### src/rtl/mult_div.sv
// ----------------------------------------------------------------------------
// mult_div -- iterative 32x32 multiply / divide unit with HI/LO registers.
//
// One bit of the operation is processed per clock. A started operation takes
// 33 cycles from the start edge to the edge that writes hi/lo:
//   - 1 capture edge in IDLE
//   - 32 iteration edges in CALC
//   - 1 sign-fix / write edge in FIX
// done then pulses for one cycle.
//
// Ports
//   clk       in   1   rising-edge clock
//   rst       in   1   asynchronous, active-high reset
//   start     in   1   request a new operation (accepted only in IDLE)
//   op        in   2   00 MULT, 01 MULTU, 10 DIV, 11 DIVU
//   src_a     in  32   multiplicand / dividend; also MTHI/MTLO write data
//   src_b     in  32   multiplier / divisor
//   hi_write  in   1   MTHI: load hi from src_a (IDLE, no start)
//   lo_write  in   1   MTLO: load lo from src_a (IDLE, no start)
//   busy      out  1   operation in progress (state != IDLE)
//   done      out  1   one-cycle pulse after hi/lo received a result
//   hi        out 32   product upper word / remainder
//   lo        out 32   product lower word / quotient
//
// Handshake: a start seen high on a rising edge while busy is low is
// accepted on that edge. A start seen while busy is high is dropped. There
// is no backpressure on the result; done marks the first cycle in which
// hi/lo hold it. The done cycle is already IDLE, so a back-to-back start
// may be presented in that same cycle.
//
// The FSM state is the internal signal 'state'. It is reachable
// hierarchically (dut.state) for debug.
// ----------------------------------------------------------------------------
module mult_div (
  input  logic        clk,
  input  logic        rst,
  input  logic        start,
  input  logic [1:0]  op,
  input  logic [31:0] src_a,
  input  logic [31:0] src_b,
  input  logic        hi_write,
  input  logic        lo_write,
  output logic        busy,
  output logic        done,
  output logic [31:0] hi,
  output logic [31:0] lo
);

  typedef enum logic [1:0] {
    IDLE = 2'd0,
    CALC = 2'd1,
    FIX  = 2'd2
  } state_t;

  state_t      state;
  state_t      state_next;

  // Captured operation context
  logic [1:0]  op_r;       // op[1]: divide, op[0]: unsigned
  logic [31:0] b_r;        // |src_b|: multiplicand or divisor
  logic [31:0] a_orig;     // raw src_a, returned as hi on divide by zero
  logic        neg_res;    // negate product / quotient
  logic        neg_rem;    // negate remainder (dividend was negative)
  logic        div_zero;   // divisor was zero
  logic [5:0]  cnt;        // iteration counter, 0..32

  // Shared 64-bit working register.
  //   multiply: upper half is the partial product; lower half is the
  //             multiplier, shifted out LSB first.
  //   divide:   upper half is the partial remainder; lower half is the
  //             dividend, shifted out MSB first while quotient bits shift
  //             in at the bottom.
  logic [63:0] acc;

  // ---------------------------------------------------------------------
  // Operand conditioning at capture time
  // ---------------------------------------------------------------------
  logic        in_signed;
  logic [31:0] abs_a;
  logic [31:0] abs_b;

  always_comb begin
    in_signed = ~op[0];
    abs_a     = (in_signed && src_a[31]) ? (32'd0 - src_a) : src_a;
    abs_b     = (in_signed && src_b[31]) ? (32'd0 - src_b) : src_b;
  end

  // ---------------------------------------------------------------------
  // One multiply step: conditional add of the multiplicand, then shift
  // right. The 33-bit sum keeps the carry, which becomes the new MSB.
  // ---------------------------------------------------------------------
  logic [32:0] mul_sum;
  logic [63:0] mul_next;

  always_comb begin
    mul_sum  = {1'b0, acc[63:32]} + (acc[0] ? {1'b0, b_r} : 33'd0);
    mul_next = {mul_sum, acc[31:1]};
  end

  // ---------------------------------------------------------------------
  // One restoring divide step. Shift the {rem, dividend} pair left by one
  // bit, then trial-subtract the divisor from the 33-bit top part.
  //
  // The shifted remainder is below 2*divisor, so a non-negative difference
  // always fits in 32 bits. Bit 32 of the difference is therefore a clean
  // borrow flag: when it is set, the shifted value is kept (restore).
  // ---------------------------------------------------------------------
  logic [64:0] div_shift;
  logic [32:0] div_diff;
  logic [63:0] div_next;

  always_comb begin
    div_shift = {acc, 1'b0};
    div_diff  = div_shift[64:32] - {1'b0, b_r};
    if (div_diff[32]) begin
      div_next = div_shift[63:0];
    end else begin
      div_next = {div_diff[31:0], div_shift[31:1], 1'b1};
    end
  end

  // ---------------------------------------------------------------------
  // Sign correction and result selection in FIX
  // ---------------------------------------------------------------------
  logic [63:0] prod;
  logic [31:0] quo;
  logic [31:0] rem;
  logic [31:0] fix_hi;
  logic [31:0] fix_lo;

  always_comb begin
    prod = neg_res ? (64'd0 - acc) : acc;
    quo  = neg_res ? (32'd0 - acc[31:0]) : acc[31:0];
    rem  = neg_rem ? (32'd0 - acc[63:32]) : acc[63:32];
    if (!op_r[1]) begin
      fix_hi = prod[63:32];
      fix_lo = prod[31:0];
    end else if (div_zero) begin
      // Divide by zero: all-ones quotient. The dividend is returned
      // unmodified, with no sign handling.
      fix_hi = a_orig;
      fix_lo = 32'hFFFF_FFFF;
    end else begin
      fix_hi = rem;
      fix_lo = quo;
    end
  end

  // ---------------------------------------------------------------------
  // FSM
  // ---------------------------------------------------------------------
  always_ff @(posedge clk or posedge rst) begin
    if (rst) begin
      state <= IDLE;
    end else begin
      state <= state_next;
    end
  end

  always_comb begin
    state_next = state;
    case (state)
      IDLE:    if (start) state_next = CALC;
      // cnt still holds 31 during the 32nd iteration
      CALC:    if (cnt == 6'd31) state_next = FIX;
      FIX:     state_next = IDLE;
      default: state_next = IDLE;
    endcase
  end

  assign busy = (state != IDLE);

  // ---------------------------------------------------------------------
  // Datapath and architectural registers
  // ---------------------------------------------------------------------
  always_ff @(posedge clk or posedge rst) begin
    if (rst) begin
      op_r     <= 2'd0;
      b_r      <= 32'd0;
      a_orig   <= 32'd0;
      neg_res  <= 1'b0;
      neg_rem  <= 1'b0;
      div_zero <= 1'b0;
      cnt      <= 6'd0;
      acc      <= 64'd0;
      hi       <= 32'd0;
      lo       <= 32'd0;
      done     <= 1'b0;
    end else begin
      done <= 1'b0;
      case (state)
        IDLE: begin
          if (start) begin
            // start wins over any simultaneous MTHI/MTLO
            op_r     <= op;
            b_r      <= abs_b;
            a_orig   <= src_a;
            acc      <= {32'd0, abs_a};
            neg_res  <= in_signed & (src_a[31] ^ src_b[31]);
            neg_rem  <= in_signed & src_a[31];
            div_zero <= (src_b == 32'd0);
            cnt      <= 6'd0;
          end else begin
            if (hi_write) hi <= src_a;
            if (lo_write) lo <= src_a;
          end
        end
        CALC: begin
          acc <= op_r[1] ? div_next : mul_next;
          cnt <= cnt + 6'd1;
        end
        FIX: begin
          hi   <= fix_hi;
          lo   <= fix_lo;
          done <= 1'b1;
        end
        default: ;
      endcase
    end
  end

endmodule

### config.mk
export PLATFORM = sky130hd
export DESIGN_NAME = mult_div
export DESIGN_NICKNAME = d
export VERILOG_FILES = /design/src/rtl/mult_div.sv
export SDC_FILE = /design/constraint.sdc
export NUM_CORES = 1
export LEC_CHECK = 0
export CAP_MARGIN = 15
export CORE_MARGIN = 2
export CORE_UTILIZATION = 30
export CTS_BUF_LIST = sky130_fd_sc_hd__clkbuf_8
export DETAILED_ROUTE_END_ITERATION = 6
export PLACE_DENSITY_LB_ADDON = 0.25
export SETUP_SLACK_MARGIN = 0.4
export SYNTH_ARGS = -nofsm -noshare
export SYNTH_HDL_FRONTEND = slang
export SYNTH_SLANG_ARGS = --single-unit
### constraint.sdc
create_clock -name clk -period 7.7 [get_ports clk]
set_input_delay 1.925 -clock clk [delete_from_list [all_inputs] [get_ports clk]]
set_output_delay 1.925 -clock clk [all_outputs]
set_load 0.02 [all_outputs]
## Yosys cells after proc, flatten, opt, wreduce, memory -nomap -nowiden

Cells that the tools add are included.

- Bitwise operators: 4
- Reductions and logical operators: 12
- Eq/ne operators: 8
- Mux-type cells: 26
- Add/subtract/negate cells: 8

Operators with widths:

| kind | number |
|---|---|
| $mux 32 | 13 |
| $mux 64 | 4 |
| $pmux 32 s2 | 2 |
| $pmux 64 s2 | 1 |
| $sub 1x32->32 const A | 4 |
| $sub 1x64->64 const A | 1 |
| $add 32x32->33 | 1 |
| $sub 33x32->33 | 1 |
| $logic_not 32->1 | 1 |
| $pmux 6 s2 | 1 |
| $ne 2x2->1 const B | 5 |
| $add 6x1->6 const B | 1 |
| $eq 6x5->1 const B | 1 |
| $mux 6 | 1 |
| $reduce_and 2->1 | 3 |
| $reduce_and 3->1 | 2 |
| $reduce_bool 2->1 | 3 |
| $mux 2 | 2 |
| $pmux 2 s2 | 1 |
| $and 1x1->1 | 2 |
| $eq 2x1->1 const B | 1 |
| $eq 2x2->1 const B | 1 |
| $logic_and 1x1->1 | 2 |
| $logic_not 2->1 | 1 |
| 3 further kinds | 3 |

- Register bits: 206
- Bits of input ports: 71
- Word-level logic and storage cells: 70

## Longest topological paths before layout

Gate-level depths: netlist (run 1).

- Depth in word-level cells: 5
- Mapped depth: 14
- Mapped depth without buffers: 13

## Least setup slack after synthesis (run 1)

No wires, ideal clock.

- Kind: input-to-reg
- From: input src_a[2]
- To: register acc[30]
- Path buffers: 1
- Data required time: 7571 ps
- Stages on the path: 10
- Library setup time: 129 ps
- Slack: 3143 ps
- Arrival time: 4429 ps
- Cells stage by stage: buf_2 > or4_4 > or4_4 > nor3b_2 > nand2_1 > or4_4 > o41ai_4 > o21ai_1 > xnor2_1 > o21ai_1

- Cells in the longest elaborated chain, start to end: 4

Ends and longest elaborated chain:

| what | RTL line | RTL |
|---|---|---|
| from (decl) | 39 | `input logic [31:0] src_a,` |
| $sub 1x32->32 | 84 | `abs_a = (in_signed && src_a[31]) ? (32'd0 - src_a) : src_a;` |
| $mux 32 | 84 |  |
| $mux 64 | 193 | `if (start) begin` |
| $pmux 64 s2 | 191 | `case (state)` |
| to (signal assigned) | 198 | `acc <= {32'd0, abs_a};` |
| to (signal assigned) | 209 | `acc <= op_r[1] ? div_next : mul_next;` |
| to (decl) | 73 | `logic [63:0] acc;` |

Every way passes these cells. The select of a mux whose other input is x is not followed.
A chain may end at the register's enable or synchronous reset.

## Worst setup path in the final report (run 1)

- From: input src_a[2]
- To: register acc[29]

Same word-level chain as after synthesis.

==> results.py, run 1 <==
metrics = {
    "route": {
        "drt-total-wl_mm": 57.2,
        "dr.pass1.iters": 5,
        "ant_nets": 0,
        "drt_iter0_markers": 1345,
        "vias": 16100,
        "viasPerCell": 5.53,
        "drc": 0,
        "wire_per_inst_um": 19.7,
    },
    "global_route": {
        "overflow": 0,
        "antenna_found_initial": 0,
        "grt_pass1_wl_mm": 90.0,
        "grt_pass1_vias": 15500,
        "grt_use_total_pct": 19.9,
        "grt_max_degree": 139,
    },
    "synth": {
        "synth.distinct_cells": 80,
        "synth_nets": 2262,
        "synthArstFlopShare_pct": 100,
        "synth_flop_cell": "dfrtp_1",
        "synth_common_cells": "305 x nand2_1, 233 x o21ai_0, 205 x dfrtp_1",
        "synth_most_common_cell": "nand2_1",
        "ys_ff_latch": 205,
        "yosys-top-cells-area": "dfrtp_1 31%, o21ai_0 7.1%, nand2_1 6.9%",
        "yosysSeqAreaShare_pct": 31.0,
        "syn-instance-count": 2120,
        "synth_edf_count": 0,
        "yosys_warnings": 0,
        "synth_area_um2": 16500,
        "synth_top_cell_by_area": "dfrtp_1",
        "synth.avg_cell_area_um2": 7.80,
        "synth_top_area_share_pct": 31.0,
    },
    "power": {
        "swShare_pct": 48.7,
        "vdd_drop_max_mv": 0.182,
        "p_per_area_nw_per_um2": 411,
        "clkPwrFrac_pct": 16.0,
        "power_mw": 7.92,
        "seq_power_share_pct": 26.8,
        "power_frac_comb_pct": 57.2,
        "p_int_mw": 4.07,
        "p_leak_nw": 7.90,
        "p_sw_mw": 3.86,
    },
    "sta": {
        "rsz0062_at_grt": "false",
        "min_period_ns": 4.86,
        "fin_crit_sh_pct": 63.1,
        "slew_headroom_pct": 26.9,
        "holdWs_ns": 0.465,
        "skew_ns": 0.0393,
        "report.final.setup_viol": 0,
        "fmax_ghz": 0.206,
        "tightest_slew_ns": 1.09,
        "hold_viol_final": 0,
        "layout_setup_ws_ns": 2.84,
        "slew_violations": 0,
        "tns_ns": 0,
    },
    "floorplan": {
        "coreArea_um2": 54800,
        "ios": 137,
        "die-area_um2": 57000,
        "die-width_um": 239,
        "die_h_um": 239,
        "initial_utilization_pct": 30.2,
        "fp-row-count": 86,
    },
    "worst_setup_path": {
        "crit_top_cell": "nor4_2",
        "cp.arrival_ns": 5.32,
        "end_kind": "flop",
        "cp.required_ns": 8.16,
        "cp_num_buf_inv": 1,
        "critPathSlowestCell": "or4_4",
        "crit_type": "primary input to flop",
        "cpPeakStageDelay_ns": 0.63,
        "critPathMaxFanout": 9,
        "startpoint_type": "primary input",
        "path_cells": "clkdlybuf4s50_1 -> or4_4 -> nor4_2 -> nand3_1 -> or4_1 -> nor4_2 -> a21oi_1 -> xor2_1 -> nor2_1 -> o22ai_1",
        "critPathTopFamily": "simple AND/OR/NAND/NOR gates",
    },
    "final_layout": {
        "nFillCells": 5715,
        "nets": 2307,
        "n_antenna_cell": 0,
        "syn_to_final_growth_pct": 16.7,
        "drive_gt1_share_pct": 6.41,
        "fin_util_pct": 35.2,
        "post-route-cell-area_um2": 19300,
        "instances_no_fill": 2903,
    },
    "placed_design": {
        "post-place-ws_ns": 2.25,
        "dp_hpwl_mm": 41.1,
        "dpl_cell_area_um2": 18400,
        "gp_congestion": 0.878,
        "dp.cells": 2825,
        "io_buffers": 136,
    },
    "clock_network": {
        "cts_resized": 0,
        "hold_buffers": 0,
        "tritoncts": "done",
        "post_cts_buffers": 0,
        "clockRootBuffer": "clkbuf_8",
        "insertion_delay_ns": 0.63,
        "clockBufferDepth": 3,
        "clock-sinks": 205,
        "clk_pin_slew_ns": 0.06,
        "htree_num_levels": 2,
        "cts-buffers-inserted": 42,
    },
    "run_status": {
        "status": "complete, no violations",
    },
    "worst_hold_path": {
        "hold_class": "flop to flop",
    },
    "job": {
        "drv_cap": 0,
    },
}
-- placed cells by master, fill, tap and decap left out, types with 15 or more instances in the layout --
cell type,count
a211oi_1,25
a21o_1,30
a21oi_1,145
a22oi_1,27
a31oi_1,27
and3_1,15
buf_4,20
clkbuf_8,53
clkdlybuf4s50_1,136
dfrtp_1,203
ha_1,69
inv_1,72
mux2i_1,51
nand2_1,305
nand3_1,47
nor2_1,150
nor2b_1,19
nor3_1,31
o211ai_1,31
o21ai_0,233
o22ai_1,45
o31ai_1,29
or2_2,16
or3_1,18
xnor2_1,103
xor2_1,57
-- kinds of logic (layout without fill, tap and decap cells) --
kind of cell / count (synthesis) / count (layout) / share of synthesized area (%)
AO/OA/AOI/OAI: 709 / 709 / 26.9
AND/OR/NAND/NOR: 696 / 696 / 19.6
buffers and inverters: 223 / 302 / 5.16
flip-flops: 205 / 205 / 31.0
XOR/XNOR: 160 / 160 / 8.48
adder cells (fa/ha/maj): 71 / 71 / 5.47
multiplexers: 56 / 56 / 3.43
-- per-layer routing --
layer / track usage (%) / part of all wire (%) / wire (µm)
met2: 31.9 / 45 / 25700
met1: 27.8 / 48 / 27200
met4: 5.97 / 2.2 / 1280
met5: 0 / 0 / 0
met3: 2.56 / 5.4 / 3070
-- tightest hold or removal path, delay by kind of cell (launching register included) --
kind / cells / cell delay (ns)
simple gates: 2 / 0.10
flops: 1 / 0.34
-- sequential cells by signal, indices dropped and copies added (netlist names) --
| register | flops |
|---|---|
| lo | 32 |
| neg_rem | 1 |
| done | 1 |
| acc | 64 |
| hi | 32 |
| state | 2 |
| a_orig | 32 |
| b_r | 32 |
| neg_res | 1 |
| div_zero | 1 |
| op_r | 1 |
| cnt | 6 |
-- layout make-up --
type | count | area [µm²] | area share, %
Timing Repair Buffer | 157 | 1530 | 7.94
Clock buffer | 53 | 729 | 3.78
Tap cell | 704 | 881 | 4.57
Inverter | 67 | 255 | 1.32
Clock inverter | 25 | 188 | 0.973
Sequential cell | 205 | 5130 | 26.6
Multi-Input combinational cell | 1692 | 10600 | 54.8
-- power groups by stage --
| stage | sequential (mW) | combinational [mW] | clock [mW] |
|---|---|---|---|
| finish | 2.12 | 4.53 | 1.27 |
| global route | 2.19 | 5.05 | 1.35 |
| CTS | 2.11 | 4.50 | 1.31 |
| detailed placement | 2.13 | 4.49 | 0 |
| global placement | 2.11 | 4.46 | 0 |
| floorplan | 1.90 | 3.33 | 0 |
-- final timing paths --
kind	start	depth (start not counted)	slack, ns	endpoint
max	src_a[2]	10	2.84	acc[29]
min	a_orig[27]	2	0.47	a_orig[27]
max reg2reg	acc[31]	13	3.23	acc[55]
min reg2reg	a_orig[27]	2	0.47	a_orig[27]
max in group asynchronous	rst	3	4.99	op_r[1]
min in group asynchronous	rst	2	1.56	acc[3]
(Power assumes the default switching activity.)
==> inputs of run 2 (changes only) <==
Clock period 7.7 ns to 4.1 ns, I/O delays scaled along.
==> results.py, run 2 (synthesis gave the netlist of run 1 again) <==
metrics = {
    "worst_setup_path": {
        "startpoint_type": "primary input",
        "critPathMaxFanout": 4,
        "cp.required_ns": 4.57,
        "cp.arrival_ns": 4.04,
        "crit_type": "primary input to flop",
        "end_kind": "flop",
    },
    "clock_network": {
        "tritoncts": "done",
        "insertion_delay_ns": 0.63,
        "clock-sinks": 205,
        "cts-buffers-inserted": 43,
        "htree_num_levels": 2,
        "clockBufferDepth": 3,
        "clockRootBuffer": "clkbuf_8",
        "hold_buffers": 0,
        "clk_pin_slew_ns": 0.06,
    },
    "sta": {
        "slew_headroom_pct": 31.8,
        "report.final.setup_viol": 0,
        "tightest_slew_ns": 1.02,
        "rsz0062_at_grt": "true",
        "fin_crit_sh_pct": 86.9,
        "skew_ns": 0.0338,
        "holdWs_ns": 0.474,
        "fmax_ghz": 0.281,
        "hold_viol_final": 0,
        "slew_violations": 0,
        "min_period_ns": 3.56,
    },
    "floorplan": {
        "die-area_um2": 57000,
        "coreArea_um2": 54800,
        "die_h_um": 239,
        "initial_utilization_pct": 30.2,
        "fp-row-count": 86,
        "die-width_um": 239,
        "ios": 137,
    },
    "final_layout": {
        "layout_common_cells": "305 x nand2_1, 232 x o21ai_0, 201 x dfrtp_1",
        "largest_reg_flops": 64,
        "fin_util_pct": 36.7,
        "regArea_um2": 5140,
        "syn_to_final_growth_pct": 21.6,
        "mostFrequentLayoutCell": "nand2_1",
        "n_antenna_cell": 0,
        "largest_register": "acc",
        "nFillCells": 5707,
        "multi_input_area_um2": 10600,
        "drive_gt1_share_pct": 10.6,
        "nets": 2395,
    },
    "global_route": {
        "grt_pass1_vias": 15900,
        "grt_pass1_wl_mm": 92.5,
        "grt_use_total_pct": 20.5,
        "overflow": 0,
        "grt_max_degree": 74,
        "antenna_found_initial": 1,
    },
    "route": {
        "drt-total-wl_mm": 59.1,
        "ant_nets": 0,
        "met3RoutedLength_mm": 3.53,
        "met2RoutedLength_mm": 26.0,
        "drt_iter0_markers": 1476,
        "met1Wirelength_mm": 27.7,
        "wire_per_inst_um": 19.8,
        "routed.top_layer": "met4",
        "drc": 0,
        "viasPerCell": 5.52,
        "vias": 16500,
        "dr.pass1.iters": 5,
    },
    "power": {
        "p_leak_nw": 8.37,
        "vdd_drop_max_mv": 0.252,
        "p_per_area_nw_per_um2": 768,
    },
    "placed_design": {
        "io_buffers": 136,
        "gp_congestion": 0.952,
        "dp_hpwl_mm": 44.4,
    },
    "worst_hold_path": {
        "hold_class": "flop to flop",
    },
    "run_status": {
        "status": "complete, no violations",
    },
    "job": {
        "drv_cap": 0,
    },
}
-- run 2: cell count changes in the layout (fill, tap and decap cells not counted), moves of 2 or more --
cell,previous run,this run
buf_12,1,8
dfrtp_1,203,201
clkbuf_8,53,60
clkinv_2,11,7
bufinv_16,2,0
a211oi_2,0,3
inv_1,72,69
a211oi_1,25,22
buf_4,20,98
dfrtp_2,1,3
-- run 2: power breakdown --
part           total [mW]  switching [mW]  internal, mW
combinational        9.29            5.37          3.92
sequential           3.79            1.00          2.79
clock                2.36            1.05          1.30
total                15.4            7.43          8.01
-- run 2: worst max-delay path, stage by stage --
cell,delay [ns]
clkdlybuf4s50_1,0.46
or4_4,0.57
or4_4,0.47
nor3b_2,0.20
nand2_1,0.12
or4_4,0.47
o41ai_4,0.33
o21ai_1,0.14
xnor2_1,0.16
o21ai_1,0.08
-- run 2: final cells by class --
| class | instances | share of cell area (%) |
|---|---|---|
| clock inverters | 16 | 0.436 |
| clock buffers | 60 | 4.11 |
| well taps | 704 | 4.38 |
| inverters | 67 | 1.27 |
| flip-flops and latches | 205 | 25.6 |
| multi-input cells | 1692 | 52.8 |
| repair buffers | 244 | 11.4 |
-- run 2: metal layers --
metal	GRT usage (%)	vias up
met5	0	-
met4	7.10	0
li1	-	7934
met1	28.5	7852
met2	32.3	582
met3	3.16	113
-- run 2: worst paths after layout --
check,from,to,slack (ns),depth (start not counted)
min reg2reg,lo[8],lo[8],0.47,2
max in group asynchronous,rst,hi[7],2.36,4
max,src_a[2],acc[30],0.54,10
min,lo[8],lo[8],0.47,2
min in group asynchronous,rst,lo[4],0.93,2
max reg2reg,acc[31],acc[58],0.57,14
-- run 2: what timing repair did --
| action | 4_1_cts | 5_1_grt |
|---|---|---|
| endpoints found under the setup margin | 2 | 17 |
| setup buffers | 0 | 4 |
| resized for setup | 2 | 16 |
| pin swaps | 1 | 7 |
-- run 2: stage by stage --
stage | instances | worst slack [ns] | power (mW) | setup TNS (ns) | instance area, µm²
floorplan | 2120 | 0.417 | 9.82 | 0 | 16500
global placement | 2907 | -0.0992 | 12.8 | -0.242 | 19100
detailed placement | 2907 | -0.115 | 12.9 | -0.314 | 19100
CTS | 2983 | 0.450 | 15.3 | 0 | 20000
global route | 2988 | 0.362 | 16.7 | 0 | 20100
finish | 2988 | 0.538 | 15.4 | 0 | 20100
==> inputs of run 3 (changes only) <==
Settings changed: CORE_UTILIZATION 30 to 50, CTS_BUF_LIST sky130_fd_sc_hd__clkbuf_8 to not set.
==> results.py, run 3 (synthesis gave the netlist of run 1 again) <==
metrics = {
    "placed_design": {
        "dp_hpwl_mm": 38.2,
        "io_buffers": 136,
        "gp_congestion": 1.01,
        "dp.cells": 2623,
        "post-place-ws_ns": -0.0536,
        "dpl_cell_area_um2": 18500,
    },
    "clock_network": {
        "clk_pin_slew_ns": 0.06,
        "tritoncts": "done",
        "htree_num_levels": 1,
        "insertion_delay_ns": 0.54,
        "clockBufferDepth": 3,
        "clockRootBuffer": "clkbuf_16",
        "clock-sinks": 205,
        "cts-buffers-inserted": 25,
        "hold_buffers": 0,
    },
    "worst_setup_path": {
        "critPathSlowestCell": "a2111oi_4",
        "crit_type": "flop to flop",
        "path_cells": "inv_1 -> ha_1 -> fa_1 -> nor2b_1 -> o2111ai_1 -> a2111oi_4 -> a211o_1 -> o21ai_0 -> o211ai_1 -> buf_6 -> nor2_1 -> buf_4 -> nand2_1 -> or3b_1",
        "cp.arrival_ns": 4.03,
        "cp.required_ns": 4.51,
        "startpoint_type": "flop",
        "cp_num_buf_inv": 3,
        "critPathMaxFanout": 14,
        "critPathTopFamily": "compound AO/OA/AOI/OAI gates",
        "end_kind": "flop",
        "cpPeakStageDelay_ns": 0.47,
    },
    "sta": {
        "holdWs_ns": 0.474,
        "tns_ns": 0,
        "skew_ns": 0.0232,
        "tightest_slew_ns": 1.10,
        "slew_headroom_pct": 26.7,
        "fmax_ghz": 0.276,
        "fin_crit_sh_pct": 88.2,
        "rsz0062_at_grt": "true",
        "slew_violations": 0,
        "hold_viol_final": 0,
        "min_period_ns": 3.62,
        "report.final.setup_viol": 0,
        "layout_setup_ws_ns": 0.483,
    },
    "power": {
        "p_leak_nw": 8.21,
        "power_mw": 15.2,
        "p_per_area_nw_per_um2": 776,
        "vdd_drop_max_mv": 0.359,
    },
    "route": {
        "dr.pass1.iters": 5,
        "ant_nets": 0,
        "drt-total-wl_mm": 51.7,
        "viasPerCell": 6.15,
        "drt_iter0_markers": 1391,
        "vias": 16500,
        "drc": 0,
        "wire_per_inst_um": 19.3,
    },
    "final_layout": {
        "syn_to_final_growth_pct": 18.3,
        "fin_util_pct": 60.1,
        "drive_gt1_share_pct": 8.42,
        "post-route-cell-area_um2": 19600,
        "mostFrequentLayoutCell": "nand2_1",
        "n_antenna_cell": 0,
        "largest_reg_flops": 64,
        "instances_no_fill": 2675,
        "layout_common_cells": "304 x nand2_1, 231 x o21ai_0, 201 x dfrtp_1",
        "nets": 2356,
        "largest_register": "acc",
    },
    "floorplan": {
        "die-area_um2": 34500,
        "die_h_um": 186,
        "die-width_um": 186,
        "initial_utilization_pct": 50.8,
        "coreArea_um2": 32500,
        "ios": 137,
        "fp-row-count": 66,
    },
    "global_route": {
        "grt_pass1_vias": 15300,
        "grt_use_total_pct": 29.5,
        "antenna_found_initial": 0,
        "grt_max_degree": 76,
        "overflow": 0,
        "grt_pass1_wl_mm": 82.0,
    },
    "run_status": {
        "status": "complete, no violations",
    },
    "worst_hold_path": {
        "hold_class": "flop to flop",
    },
    "job": {
        "drv_cap": 0,
    },
}
[run 3: cell types whose count changed in the layout (fill, tap and decap cells not counted), sizes merged]
cell           delta
clkdlybuf4s50     -4
clkbuf           -28
buf              -21
clkinvlp          +2
bufinv            +5
clkinv            -1
inv               -8
dlymetal6s2s      +4
[run 3: per-layer routing]
metal  global-route usage (%)  wire (µm)
met4                     8.50       1300
met1                     41.2      23100
met5                        0          0
met2                     48.7      24000
met3                     2.78       3350
[run 3: timing repair]
action                     4_1_cts  5_1_grt
setup endpoints to repair        7       24
setup buffers                    0        6
pin swaps                        0        8
gates resized for setup          1       21
[run 3: final timing paths]
path | startpoint | endpoint | slack (ns) | depth (start not counted)
worst min register to register | lo[26] | lo[26] | 0.47 | 2
worst min-delay path | lo[26] | lo[26] | 0.47 | 2
min in group asynchronous | rst | acc[3] | 0.88 | 2
worst max register to register | acc[31] | acc[55] | 0.48 | 14
worst max-delay path | acc[31] | acc[55] | 0.48 | 14
max in group asynchronous | rst | neg_res | 2.45 | 3
[run 3: worst min-delay path: cells and delay by family, from the launching register on]
kind	cells	cell delay, ns
DFF	1	0.34
and+or+nand+nor	1	0.04
AOI/OAI and AO/OA	1	0.06
[run 3: power breakdown]
part / total [mW] / switching (mW) / internal, mW / leakage [nW]
registers: 3.76 / 0.975 / 2.79 / 2.50
logic: 9.00 / 5.16 / 3.84 / 5.28
clock network: 2.41 / 0.909 / 1.50 / 0.439
[run 3: area by class of cell]
cell class | count | area, µm²
well taps | 442 | 553
clock inverters | 14 | 204
multi-input cells | 1692 | 10600
clock buffers | 32 | 692
fillers | 2944 | 13000
repair buffers | 223 | 2090
inverters | 67 | 259
flip-flops and latches | 205 | 5130
